==> src/rtl/ooo_pkg.sv <==
// Shared definitions for the out-of-order issue path.
// Holds the operation word field positions, forward bus layout, widths,
// and the operand wakeup helper used by forward_check.
package ooo_pkg;

    localparam int unsigned OP_W   = 56;
    localparam int unsigned FWD_W  = 23;
    localparam int unsigned TAG_W  = 6;
    localparam int unsigned DATA_W = 16;

    // Operation word fields
    localparam int unsigned OP_MSB     = 55;
    localparam int unsigned OP_LSB     = 52;
    localparam int unsigned ROB_MSB    = 51;
    localparam int unsigned ROB_LSB    = 46;
    localparam int unsigned TAGA_MSB   = 45;
    localparam int unsigned TAGA_LSB   = 40;
    localparam int unsigned TAGB_MSB   = 39;
    localparam int unsigned TAGB_LSB   = 34;
    localparam int unsigned VALA_MSB   = 33;
    localparam int unsigned VALA_LSB   = 18;
    localparam int unsigned VALB_MSB   = 17;
    localparam int unsigned VALB_LSB   = 2;
    localparam int unsigned USER_WAITA = 1;
    localparam int unsigned USER_WAITB = 0;

    // Forward bus fields
    localparam int unsigned FWD_VALID    = 22;
    localparam int unsigned FWD_TAG_MSB  = 21;
    localparam int unsigned FWD_TAG_LSB  = 16;
    localparam int unsigned FWD_DATA_MSB = 15;
    localparam int unsigned FWD_DATA_LSB = 0;

    typedef struct packed {
        logic              waiting;
        logic [DATA_W-1:0] value;
    } operand_t;

    function automatic logic fwd_hit(input logic [FWD_W-1:0] fwd, input logic [TAG_W-1:0] tag);
        return fwd[FWD_VALID] && (fwd[FWD_TAG_MSB:FWD_TAG_LSB] == tag);
    endfunction

    // Bus A has the highest priority, D the lowest. Ready operands pass untouched.
    function automatic operand_t wake_operand(input operand_t          opnd,
                                              input logic [TAG_W-1:0]  tag,
                                              input logic [FWD_W-1:0]  fa,
                                              input logic [FWD_W-1:0]  fb,
                                              input logic [FWD_W-1:0]  fc,
                                              input logic [FWD_W-1:0]  fd);
        operand_t res;
        res = opnd;
        if (opnd.waiting) begin
            if (fwd_hit(fa, tag)) begin
                res = '{waiting: 1'b0, value: fa[FWD_DATA_MSB:FWD_DATA_LSB]};
            end else if (fwd_hit(fb, tag)) begin
                res = '{waiting: 1'b0, value: fb[FWD_DATA_MSB:FWD_DATA_LSB]};
            end else if (fwd_hit(fc, tag)) begin
                res = '{waiting: 1'b0, value: fc[FWD_DATA_MSB:FWD_DATA_LSB]};
            end else if (fwd_hit(fd, tag)) begin
                res = '{waiting: 1'b0, value: fd[FWD_DATA_MSB:FWD_DATA_LSB]};
            end
        end
        return res;
    endfunction

endpackage

==> src/rtl/issue_queue_if.sv <==
// Dispatch / forward / issue signal bundle for issue_queue.
// master: dispatch side and ALU side (drives in_*, forwards, out_ready, flush).
// slave:  the queue itself (drives in_ready, out_valid, out_op, count).
interface issue_queue_if #(
    parameter int unsigned DEPTH = 4
);
    import ooo_pkg::*;

    localparam int unsigned CNT_W = $clog2(DEPTH + 1);

    logic             flush;
    logic             in_valid;
    logic [OP_W-1:0]  in_op;
    logic             in_ready;
    logic [FWD_W-1:0] forwardA;
    logic [FWD_W-1:0] forwardB;
    logic [FWD_W-1:0] forwardC;
    logic [FWD_W-1:0] forwardD;
    logic             out_valid;
    logic [OP_W-1:0]  out_op;
    logic             out_ready;
    logic [CNT_W-1:0] count;

    modport master (
        output flush, in_valid, in_op, forwardA, forwardB, forwardC, forwardD, out_ready,
        input  in_ready, out_valid, out_op, count
    );

    modport slave (
        input  flush, in_valid, in_op, forwardA, forwardB, forwardC, forwardD, out_ready,
        output in_ready, out_valid, out_op, count
    );

endinterface

==> src/rtl/forward_check.sv <==
// Operand wakeup for one operation word.
// Ports: op_in  - stored/incoming operation word
//        fwd_a..fwd_d - result forwarding buses, A highest priority
//        op_out - op_in with any matched waiting operand filled in and its wait bit cleared
module forward_check
    import ooo_pkg::*;
(
    input  logic [OP_W-1:0]  op_in,
    input  logic [FWD_W-1:0] fwd_a,
    input  logic [FWD_W-1:0] fwd_b,
    input  logic [FWD_W-1:0] fwd_c,
    input  logic [FWD_W-1:0] fwd_d,
    output logic [OP_W-1:0]  op_out
);

    operand_t opnd_a;
    operand_t opnd_b;

    always_comb begin
        opnd_a = wake_operand('{waiting: op_in[USER_WAITA], value: op_in[VALA_MSB:VALA_LSB]},
                              op_in[TAGA_MSB:TAGA_LSB], fwd_a, fwd_b, fwd_c, fwd_d);
        opnd_b = wake_operand('{waiting: op_in[USER_WAITB], value: op_in[VALB_MSB:VALB_LSB]},
                              op_in[TAGB_MSB:TAGB_LSB], fwd_a, fwd_b, fwd_c, fwd_d);
        op_out                     = op_in;
        op_out[VALA_MSB:VALA_LSB]  = opnd_a.value;
        op_out[VALB_MSB:VALB_LSB]  = opnd_b.value;
        op_out[USER_WAITA]         = opnd_a.waiting;
        op_out[USER_WAITB]         = opnd_b.waiting;
    end

endmodule

==> src/rtl/issue_queue.sv <==
// Age-ordered collapsing reservation station in front of one functional unit.
// Ports: clk, reset (sync, active-high), bus (issue_queue_if.slave):
//   flush, in_valid/in_op/in_ready (dispatch), forwardA..D (wakeup buses),
//   out_valid/out_op/out_ready (issue to ALU), count (occupancy).
// Slot 0 is the oldest entry; slots 0..count-1 are valid.
module issue_queue
    import ooo_pkg::*;
#(
    parameter int unsigned DEPTH = 4
) (
    input logic         clk,
    input logic         reset,
    issue_queue_if.slave bus
);

    localparam int unsigned CNT_W = $clog2(DEPTH + 1);
    localparam int unsigned IDX_W = $clog2(DEPTH);

    logic [OP_W-1:0]  slots_q   [DEPTH];
    logic [OP_W-1:0]  slots_d   [DEPTH];
    logic [OP_W-1:0]  woken     [DEPTH];
    logic [OP_W-1:0]  shift_src [DEPTH];
    logic [OP_W-1:0]  in_woken;
    logic [CNT_W-1:0] count_q;
    logic [CNT_W-1:0] count_d;
    logic [CNT_W-1:0] ins_pos;
    logic [DEPTH-1:0] ready_vec;
    logic [IDX_W-1:0] sel_idx;
    logic             any_ready;
    logic             do_issue;
    logic             do_insert;

    for (genvar g = 0; g < DEPTH; g++) begin : g_slot
        forward_check u_fc (
            .op_in  (slots_q[g]),
            .fwd_a  (bus.forwardA),
            .fwd_b  (bus.forwardB),
            .fwd_c  (bus.forwardC),
            .fwd_d  (bus.forwardD),
            .op_out (woken[g])
        );

        // Readiness comes from stored state only, so this cycle's forwards
        // affect selection one cycle later.
        assign ready_vec[g] = (CNT_W'(g) < count_q) &&
                              (slots_q[g][USER_WAITA] == 1'b0) &&
                              (slots_q[g][USER_WAITB] == 1'b0);

        // Source for slot g when everything at or above the issued slot collapses.
        if (g < DEPTH - 1) begin : g_mid
            assign shift_src[g] = woken[g+1];
        end else begin : g_top
            assign shift_src[g] = '0;
        end
    end

    forward_check u_fc_in (
        .op_in  (bus.in_op),
        .fwd_a  (bus.forwardA),
        .fwd_b  (bus.forwardB),
        .fwd_c  (bus.forwardC),
        .fwd_d  (bus.forwardD),
        .op_out (in_woken)
    );

    // Oldest-ready priority encoder: the lowest index wins.
    always_comb begin
        sel_idx   = '0;
        any_ready = 1'b0;
        for (int i = int'(DEPTH) - 1; i >= 0; i--) begin
            if (ready_vec[i]) begin
                sel_idx   = IDX_W'(i);
                any_ready = 1'b1;
            end
        end
    end

    assign bus.in_ready  = (count_q < CNT_W'(DEPTH));
    assign bus.out_valid = any_ready;
    assign bus.out_op    = any_ready ? slots_q[sel_idx] : '0;
    assign bus.count     = count_q;

    assign do_issue  = any_ready && bus.out_ready;
    assign do_insert = bus.in_valid && bus.in_ready;
    // An issue in the same cycle frees one slot below the tail.
    assign ins_pos   = do_issue ? (count_q - CNT_W'(1)) : count_q;

    always_comb begin
        count_d = count_q;
        for (int i = 0; i < int'(DEPTH); i++) begin
            slots_d[i] = woken[i];
        end

        if (do_issue) begin
            for (int i = 0; i < int'(DEPTH); i++) begin
                if (IDX_W'(i) >= sel_idx) begin
                    slots_d[i] = shift_src[i];
                end
            end
        end

        if (do_insert) begin
            for (int i = 0; i < int'(DEPTH); i++) begin
                if (CNT_W'(i) == ins_pos) begin
                    slots_d[i] = in_woken;
                end
            end
        end

        if (do_insert && !do_issue) begin
            count_d = count_q + CNT_W'(1);
        end else if (do_issue && !do_insert) begin
            count_d = count_q - CNT_W'(1);
        end

        // Keep unoccupied slots at zero so stale words never linger.
        for (int i = 0; i < int'(DEPTH); i++) begin
            if (CNT_W'(i) >= count_d) begin
                slots_d[i] = '0;
            end
        end

        if (bus.flush) begin
            count_d = '0;
            for (int i = 0; i < int'(DEPTH); i++) begin
                slots_d[i] = '0;
            end
        end
    end

    always_ff @(posedge clk) begin
        if (reset) begin
            count_q <= '0;
            for (int i = 0; i < int'(DEPTH); i++) begin
                slots_q[i] <= '0;
            end
        end else begin
            count_q <= count_d;
            for (int i = 0; i < int'(DEPTH); i++) begin
                slots_q[i] <= slots_d[i];
            end
        end
    end

endmodule

==> src/flat_wrapper.sv <==
// flat-port wrapper written by rule: the top's interface ports become plain ports
module issue_queue_flat import ooo_pkg::*;
#(
    parameter int unsigned DEPTH = 4
)
  (clk, reset, bus_flush, bus_in_valid, bus_in_op, bus_forwardA, bus_forwardB, bus_forwardC, bus_forwardD, bus_out_ready, bus_in_ready, bus_out_valid, bus_out_op, bus_count);
  issue_queue_if #(.DEPTH(DEPTH)) bus_i ();
  input logic clk;
  input logic reset;
  input wire logic [$bits(bus_i.flush)-1:0] bus_flush;
  input wire logic [$bits(bus_i.in_valid)-1:0] bus_in_valid;
  input wire logic [$bits(bus_i.in_op)-1:0] bus_in_op;
  input wire logic [$bits(bus_i.forwardA)-1:0] bus_forwardA;
  input wire logic [$bits(bus_i.forwardB)-1:0] bus_forwardB;
  input wire logic [$bits(bus_i.forwardC)-1:0] bus_forwardC;
  input wire logic [$bits(bus_i.forwardD)-1:0] bus_forwardD;
  input wire logic [$bits(bus_i.out_ready)-1:0] bus_out_ready;
  output wire logic [$bits(bus_i.in_ready)-1:0] bus_in_ready;
  output wire logic [$bits(bus_i.out_valid)-1:0] bus_out_valid;
  output wire logic [$bits(bus_i.out_op)-1:0] bus_out_op;
  output wire logic [$bits(bus_i.count)-1:0] bus_count;
  assign bus_i.flush = bus_flush;
  assign bus_i.in_valid = bus_in_valid;
  assign bus_i.in_op = bus_in_op;
  assign bus_i.forwardA = bus_forwardA;
  assign bus_i.forwardB = bus_forwardB;
  assign bus_i.forwardC = bus_forwardC;
  assign bus_i.forwardD = bus_forwardD;
  assign bus_i.out_ready = bus_out_ready;
  assign bus_in_ready = bus_i.in_ready;
  assign bus_out_valid = bus_i.out_valid;
  assign bus_out_op = bus_i.out_op;
  assign bus_count = bus_i.count;
  issue_queue #(.DEPTH(DEPTH)) u_core (.clk(clk), .reset(reset), .bus(bus_i));
endmodule
==> config.mk <==
export PLATFORM = sky130hd
export DESIGN_NAME = issue_queue_flat
export DESIGN_NICKNAME = d
export VERILOG_FILES = /design/src/rtl/ooo_pkg.sv /design/src/rtl/issue_queue_if.sv /design/src/rtl/forward_check.sv /design/src/rtl/issue_queue.sv /design/src/flat_wrapper.sv
export SDC_FILE = /design/constraint.sdc
export NUM_CORES = 1
export LEC_CHECK = 0
export CORE_MARGIN = 2
export CORE_UTILIZATION = 50
export DETAILED_ROUTE_END_ITERATION = 8
export PLACE_DENSITY_LB_ADDON = 0.1
export SETUP_SLACK_MARGIN = 0.4
export SYNTH_ARGS = -nofsm -noshare
export SYNTH_HDL_FRONTEND = slang
export SYNTH_SLANG_ARGS = --single-unit
==> constraint.sdc <==
create_clock -name clk -period 8.2 [get_ports clk]
set_input_delay 1.64 -clock clk [delete_from_list [all_inputs] [get_ports clk]]
set_output_delay 1.64 -clock clk [all_outputs]
set_load 0.05 [all_outputs]
Word level (Yosys, flattened, before mapping)
Memory sizes are Yosys's and may differ from the RTL's.
Cells that the tools add are included.
{"block": "word_totals", "reg_bits": 3, "latchBits": 0, "ram_bits": 224, "mem_bits_ro": 0, "inputBits": 153, "output_inout_bits": 61, "mem_count": 1}
{"memory": "u_core.slots_q", "depth": 4, "width": 56, "rd": 5, "rd_ports_with_merged_regs": 0, "write_ports": 4, "line": "issue_queue.sv:19", "text": "logic [OP_W-1:0] slots_q [DEPTH];"}
{"block": "classes", "addsub": 2, "n_mul": 0, "div_mod_pow": 0, "n_lt_le_gt_ge": 13, "n_eq_ne": 43, "shift": 0, "mux": 84, "n_bitwise": 12, "n_reduce_logical": 56}
{"cell": "2-to-1 mux 56 bit", "n": 17}
{"cell": "2-to-1 mux 17 bit", "n": 50}
{"cell": "2-to-1 mux 224 bit", "n": 3}
{"cell": "== test 6 bit", "n": 40}
{"cell": "logical AND 1 bit", "n": 52}
{"cell": "2-to-1 mux 3 bit", "n": 3}
{"cell": "2-to-1 mux 2 bit", "n": 4}
{"cell": "NOT 1 bit", "n": 8}
{"cell": "2-to-1 mux 1 bit", "n": 7}
{"cell": "== test 2 x 3 -> 1 bit, first input constant", "n": 2}
{"cell": ">= comparator 1 x 3 -> 1 bit, first input constant", "n": 2}
{"cell": ">= comparator 2 x 3 -> 1 bit, first input constant", "n": 2}
{"cell": "less-than comparator 1 x 3 -> 1 bit, first input constant", "n": 2}
{"cell": "less-than comparator 2 x 3 -> 1 bit, first input constant", "n": 2}
{"cell": ">= comparator 1 x 2 -> 1 bit, first input constant", "n": 2}
{"cell": ">= comparator 2 bit, first input constant", "n": 2}
{"cell": "OR 1 bit", "n": 4}
{"cell": "adder 3 x 1 -> 3 bit, second input constant", "n": 1}
{"cell": "== test 1 x 3 -> 1 bit, first input constant", "n": 1}
{"cell": "zero test 3 bit", "n": 1}
{"cell": "less-than comparator 3 bit, second input constant", "n": 1}
{"cell": "subtractor 3 x 1 -> 3 bit, second input constant", "n": 1}
{"cell": "zero test 1 bit", "n": 2}
{"cell": "OR reduction 2 bit", "n": 1}

Logic depth before layout (Yosys ltp)
An unclocked memory read counts as a cell.
{"block": "depth", "ltp_word": 16, "mapped_depth": 15, "depth_no_buf": 12}

Cells and area by module
Synthesis repeated with hierarchy kept, for this count alone.
{"block": "unflattened", "cells_unflattened": 3122, "area_unflattened_um2": 23966.7}
{"mod": "issue_queue", "n_inst": 1, "cells_each": 1382, "area_each_um2": 11986.5}
{"mod": "forward_check", "n_inst": 5, "cells_each": 348, "area_each_um2": 2396.0}

Least setup slack after synthesis
No wires, ideal clock.
{"block": "synth_timing", "path_type": "register -> output", "from": "reg u_core.count_q[2] (netlist: u_core.bus.count[2])", "to": "out bus_out_op[46]", "arrival_time_ns": 3.107, "slack_ns": 3.453, "path_stages_with_launch": 9, "path_buffers": 3, "cell_sequence": "dfxtp_1 -> buf_4 -> inv_1 -> a211o_1 -> o21a_4 -> inv_2 -> clkbuf_1 -> clkbuf_1 -> and2_1"}
{"block": "synth_between", "word_cells_on_any_way": 22, "cone_classes": "4 x order compare; 9 x mux; 8 x reduce/logical; 1 x memory"}
{"item": "start, declared", "line": "issue_queue.sv:24", "text": "logic [CNT_W-1:0] count_q;"}
{"item": "start signal, assigned", "line": "issue_queue.sv:138", "text": "count_q <= count_d;"}
{"item": "less-than comparator 2 x 3 -> 1 bit", "line": "issue_queue.sv:45", "text": "assign ready_vec[g] = (CNT_W'(g) < count_q) &&"}
{"item": "logical AND 1 bit", "line": "issue_queue.sv:45"}
{"item": "logical AND 1 bit", "line": "issue_queue.sv:46", "text": "(slots_q[g][USER_WAITA] == 1'b0) &&"}
{"item": "2-to-1 mux 1 bit (3 in a row)", "line": "issue_queue.sv:71", "text": "if (ready_vec[i]) begin"}
{"item": "2-to-1 mux 1 bit *", "line": "issue_queue.sv:71"}
{"item": "named net bus_out_valid", "line": "flat_wrapper.sv:19", "text": "output wire logic [$bits(bus_i.out_valid)-1:0] bus_out_valid;"}
{"item": "2-to-1 mux 56 bit *", "line": "issue_queue.sv:80", "text": "assign bus.out_op = any_ready ? slots_q[sel_idx] : '0;"}
{"item": "end, declared", "line": "flat_wrapper.sv:20", "text": "output wire logic [$bits(bus_i.out_op)-1:0] bus_out_op;"}
Mark *: on every way through the listed nets, which the timed path passes. The rest lies on a longest branch.

Worst setup path after layout
{"block": "layout_timing", "from": "reg u_core.count_q[0] (netlist: u_core.bus.count[0])", "to": "out bus_out_op[8]"}
{"block": "layout_between", "elab_chain_cells": 9, "word_cells_on_any_way": 22, "cone_classes": "4 x order compare; 9 x mux; 8 x reduce/logical; 1 x memory"}
{"item": "less-than comparator 2 x 3 -> 1 bit", "line": "issue_queue.sv:45"}
{"item": "logical AND 1 bit", "line": "issue_queue.sv:45"}
{"item": "logical AND 1 bit", "line": "issue_queue.sv:46"}
{"item": "2-to-1 mux 2 bit (4 in a row)", "line": "issue_queue.sv:71"}
{"item": "memory (4 x 56 bit)"}
{"item": "2-to-1 mux 56 bit *", "line": "issue_queue.sv:80"}
Mark *: on every way between the ends. The rest lies on a longest branch, timed or not.

==> out/results.ini <==
[detailed_routing]
drc = 0
m1WireLength_um = 44400
dr.pass1.iters = 7
num_vias = 27512
wl_um = 125000
drt_iter0_markers = 4963
wire_per_inst_um = 34.9
via_per_inst = 7.70
final_antenna_net_count = 0
dr_wl_met3_um = 19900
routed.top_layer = met5
dr_wl_met2_um = 49300

[timing]
hold_viol = 0
finalSetupTns_ps = 0
slew_headroom = 0.0909
finalSetupViolations = 0
max_freq_mhz = 165
finalMaxSlewViolations = 0
rsz0062_at_grt = no
finalCritPeriodShare = 0.738
finalCriticalPeriod_ps = 6050
fin_skew_ps = 23.8
worstMarginPinSlew_ps = 1360

[clocking]
clk_root_buffer_cell = clkbuf_16
insertion_delay_ps = 610
clk_pin_slew_worst_paths_ps = 60
ctsLongestPathBuffers = 3
cts_tree = built
h-tree-depth = 1
cts_hold_buf = 0
cts_buffers = 28
cts_setup_buffers = 0
cts_sinks = 227
cts_resized = 0

[die]
die_width_um = 218
row_count = 78
ioPinCount = 214
die_area_um2 = 47300
die_h_um = 218
core_area_um2 = 45200
initial_core_util = 0.505

[global_routing]
grt_start_max_net_pins = 60
grt_pass1_vias = 25330
antenna_found_initial = 10
grt_remaining_overflow = 0
grt_pass1_wl_um = 178000
track_usage = 0.510

[worst_setup_path]
crit_arrival_ps = 4410
slowest_stage = dfxtp_1
cp-end-kind = output pin
reg2reg_from = u_core.bus.count[0]$_SDFF_PP0_
cpMostUsedCell = a21oi_4
slowest_delay_ps = 740
crit_chain = ha_1 > o21ai_1 > a21oi_4 > nor2_1 > a21oi_4 > buf_4 > mux4_2 > and2_1 > clkdlybuf4s50_1
reg2reg_to = u_core.slots_q[1][20]$_SDFF_PP0_
critPathTopFamily = buffers and inverters
setup.worst_path.end = bus_out_op[8]
path_max_fanout = 31
crit_type = reg -> out
crit_required_ps = 6560
start_kind = flop
crit_buf_inv = 2
critical_path_depth = 9
r2r_setup_slack_ps = 2930
startpoint = u_core.bus.count[0]$_SDFF_PP0_
rr_worst_depth = 11

[hold_path]
hp-class = reg -> reg

[pwr]
p_int_uw = 2330
power_uw = 3760
power_frac_comb = 0.307
peakVddDrop_uv = 175
power.density_nw_per_um2 = 147
switchingPower_uw = 1430
power_frac_seq = 0.314
netSwitchingFraction = 0.379
p_clk_frac = 0.379
power.leakage_uw = 0.00786

[final_layout]
synthToLayoutAreaGrowth_pct = 12.1
fillCellCount = 4247
layout_commonest_cell = nand2_1
fin_nets = 3106
drive_above_1_share = 0.117
layout_common_cells = nand2_1, nor2_1, dfxtp_1

[outcome]
status = finished, final reports clean

[synth]
async_reset_ff_frac = 0
synth_cell_types = 106
yosysWarnings = 0
yosys_register_bits = 227
synth_edf_count = 0
synth_area_um2 = 22800
ys_seq_area_frac = 0.199
avgSynthCellArea_um2 = 7.56
synthesis.instances = 3015
synthFlopType = dfxtp_1

[place]
io_buffers = 211
place.gp.congestion = 1.11
dp.final_hpwl_um = 83300

[flow_run]
cap_viol_max_count = 0

-- area by class of cell --
cell class	instances	area, µm²	area share
Multi-Input combinational cell	2380	16500	0.645
Tap cell	600	751	0.0294
Inverter	36	135	0.00529
Clock inverter	15	228	0.00891
Clock buffer	37	795	0.0311
Antenna cell	3	7.51	0.000294
Timing Repair Buffer	277	2610	0.102
Sequential cell	227	4540	0.178
-- cell usage after synthesis, types with 40 or more instances --
library cell / number / area share
a21oi_1: 104 / 0.023
nor2_1: 294 / 0.048
clkbuf_1: 201 / 0.033
nor3_1: 90 / 0.020
nand2_1: 357 / 0.059
a211oi_1: 78 / 0.026
o21ai_0: 130 / 0.029
mux2i_1: 40 / 0.018
o22ai_1: 56 / 0.015
a31oi_1: 59 / 0.016
nand3_1: 119 / 0.026
buf_2: 107 / 0.023
xor2_1: 62 / 0.024
a311oi_1: 77 / 0.030
dfxtp_1: 227 / 0.20
mux4_2: 54 / 0.053
xnor2_1: 180 / 0.069
and2_1: 71 / 0.019
-- cell families (layout without fill, tap and decap cells) --
kind of cell    count (synthesis)  after routing  synth area share
other cells                     1              5          0.000164
compound gates                907            907             0.308
buf+inv                       409            365            0.0841
fa+ha+maj                       3              3           0.00165
flops                         227            227             0.199
mux                           119            119            0.0833
xor+xnor                      242            242            0.0930
simple gates                 1107           1107             0.231
-- through the flow --
stage          hold slack [ps]  instances  cell area [µm²]   util  worst slack, ps
6_report                   489       3575            25600  0.566             2150
5_1_grt                    505       3572            25500  0.565             2010
3_3_place_gp               467       3520            24500  0.543             2720
3_5_place_dp               476       3520            24500  0.543             2680
2_1_floorplan              455       3016            22800      -             3450
4_1_cts                    486       3572            25500  0.565             2180
-- worst min-delay path by stage --
stage	startpoint	to	slack, ps	cells after the start
after global placement	u_core.slots_q[0][49]$_SDFF_PP0_	u_core.slots_q[0][49]$_SDFF_PP0_	470	2
final	u_core.slots_q[0][47]$_SDFF_PP0_	u_core.slots_q[0][47]$_SDFF_PP0_	490	2
after floorplan	u_core.slots_q[0][46]$_SDFF_PP0_	u_core.slots_q[0][46]$_SDFF_PP0_	460	2
after CTS	u_core.slots_q[0][47]$_SDFF_PP0_	u_core.slots_q[0][47]$_SDFF_PP0_	490	2
after detailed placement	u_core.slots_q[0][47]$_SDFF_PP0_	u_core.slots_q[0][47]$_SDFF_PP0_	480	2
after global routing	u_core.slots_q[1][51]$_SDFF_PP0_	u_core.slots_q[0][51]$_SDFF_PP0_	510	2
-- worst min-delay path: stages (launching register included) --
cell and delay [ps]:
dfxtp_1 310, nand2_1 50, a311oi_1 80
-- registers in the layout (all words and copies together), names as in the netlist --
signal	count
u_core.bus.count	3
u_core.slots_q	224
-- routing by layer --
layer	global-route usage	vias to the layer above
met5	0	-
met4	0.334	12
met3	0.180	774
met2	0.729	2766
met1	0.645	12933
li1	-	11027
-- power by group through the flow --
| stage | sequential, µW | combinational (µW) | clock (µW) |
|---|---|---|---|
| after detailed placement | 1200 | 1090 | 0 |
| after global placement | 1200 | 1070 | 0 |
| after global routing | 1180 | 1170 | 1460 |
| after floorplan | 1180 | 693 | 0 |
| final | 1180 | 1160 | 1430 |
| after CTS | 1180 | 1090 | 1410 |
(Power assumes the default switching activity.)
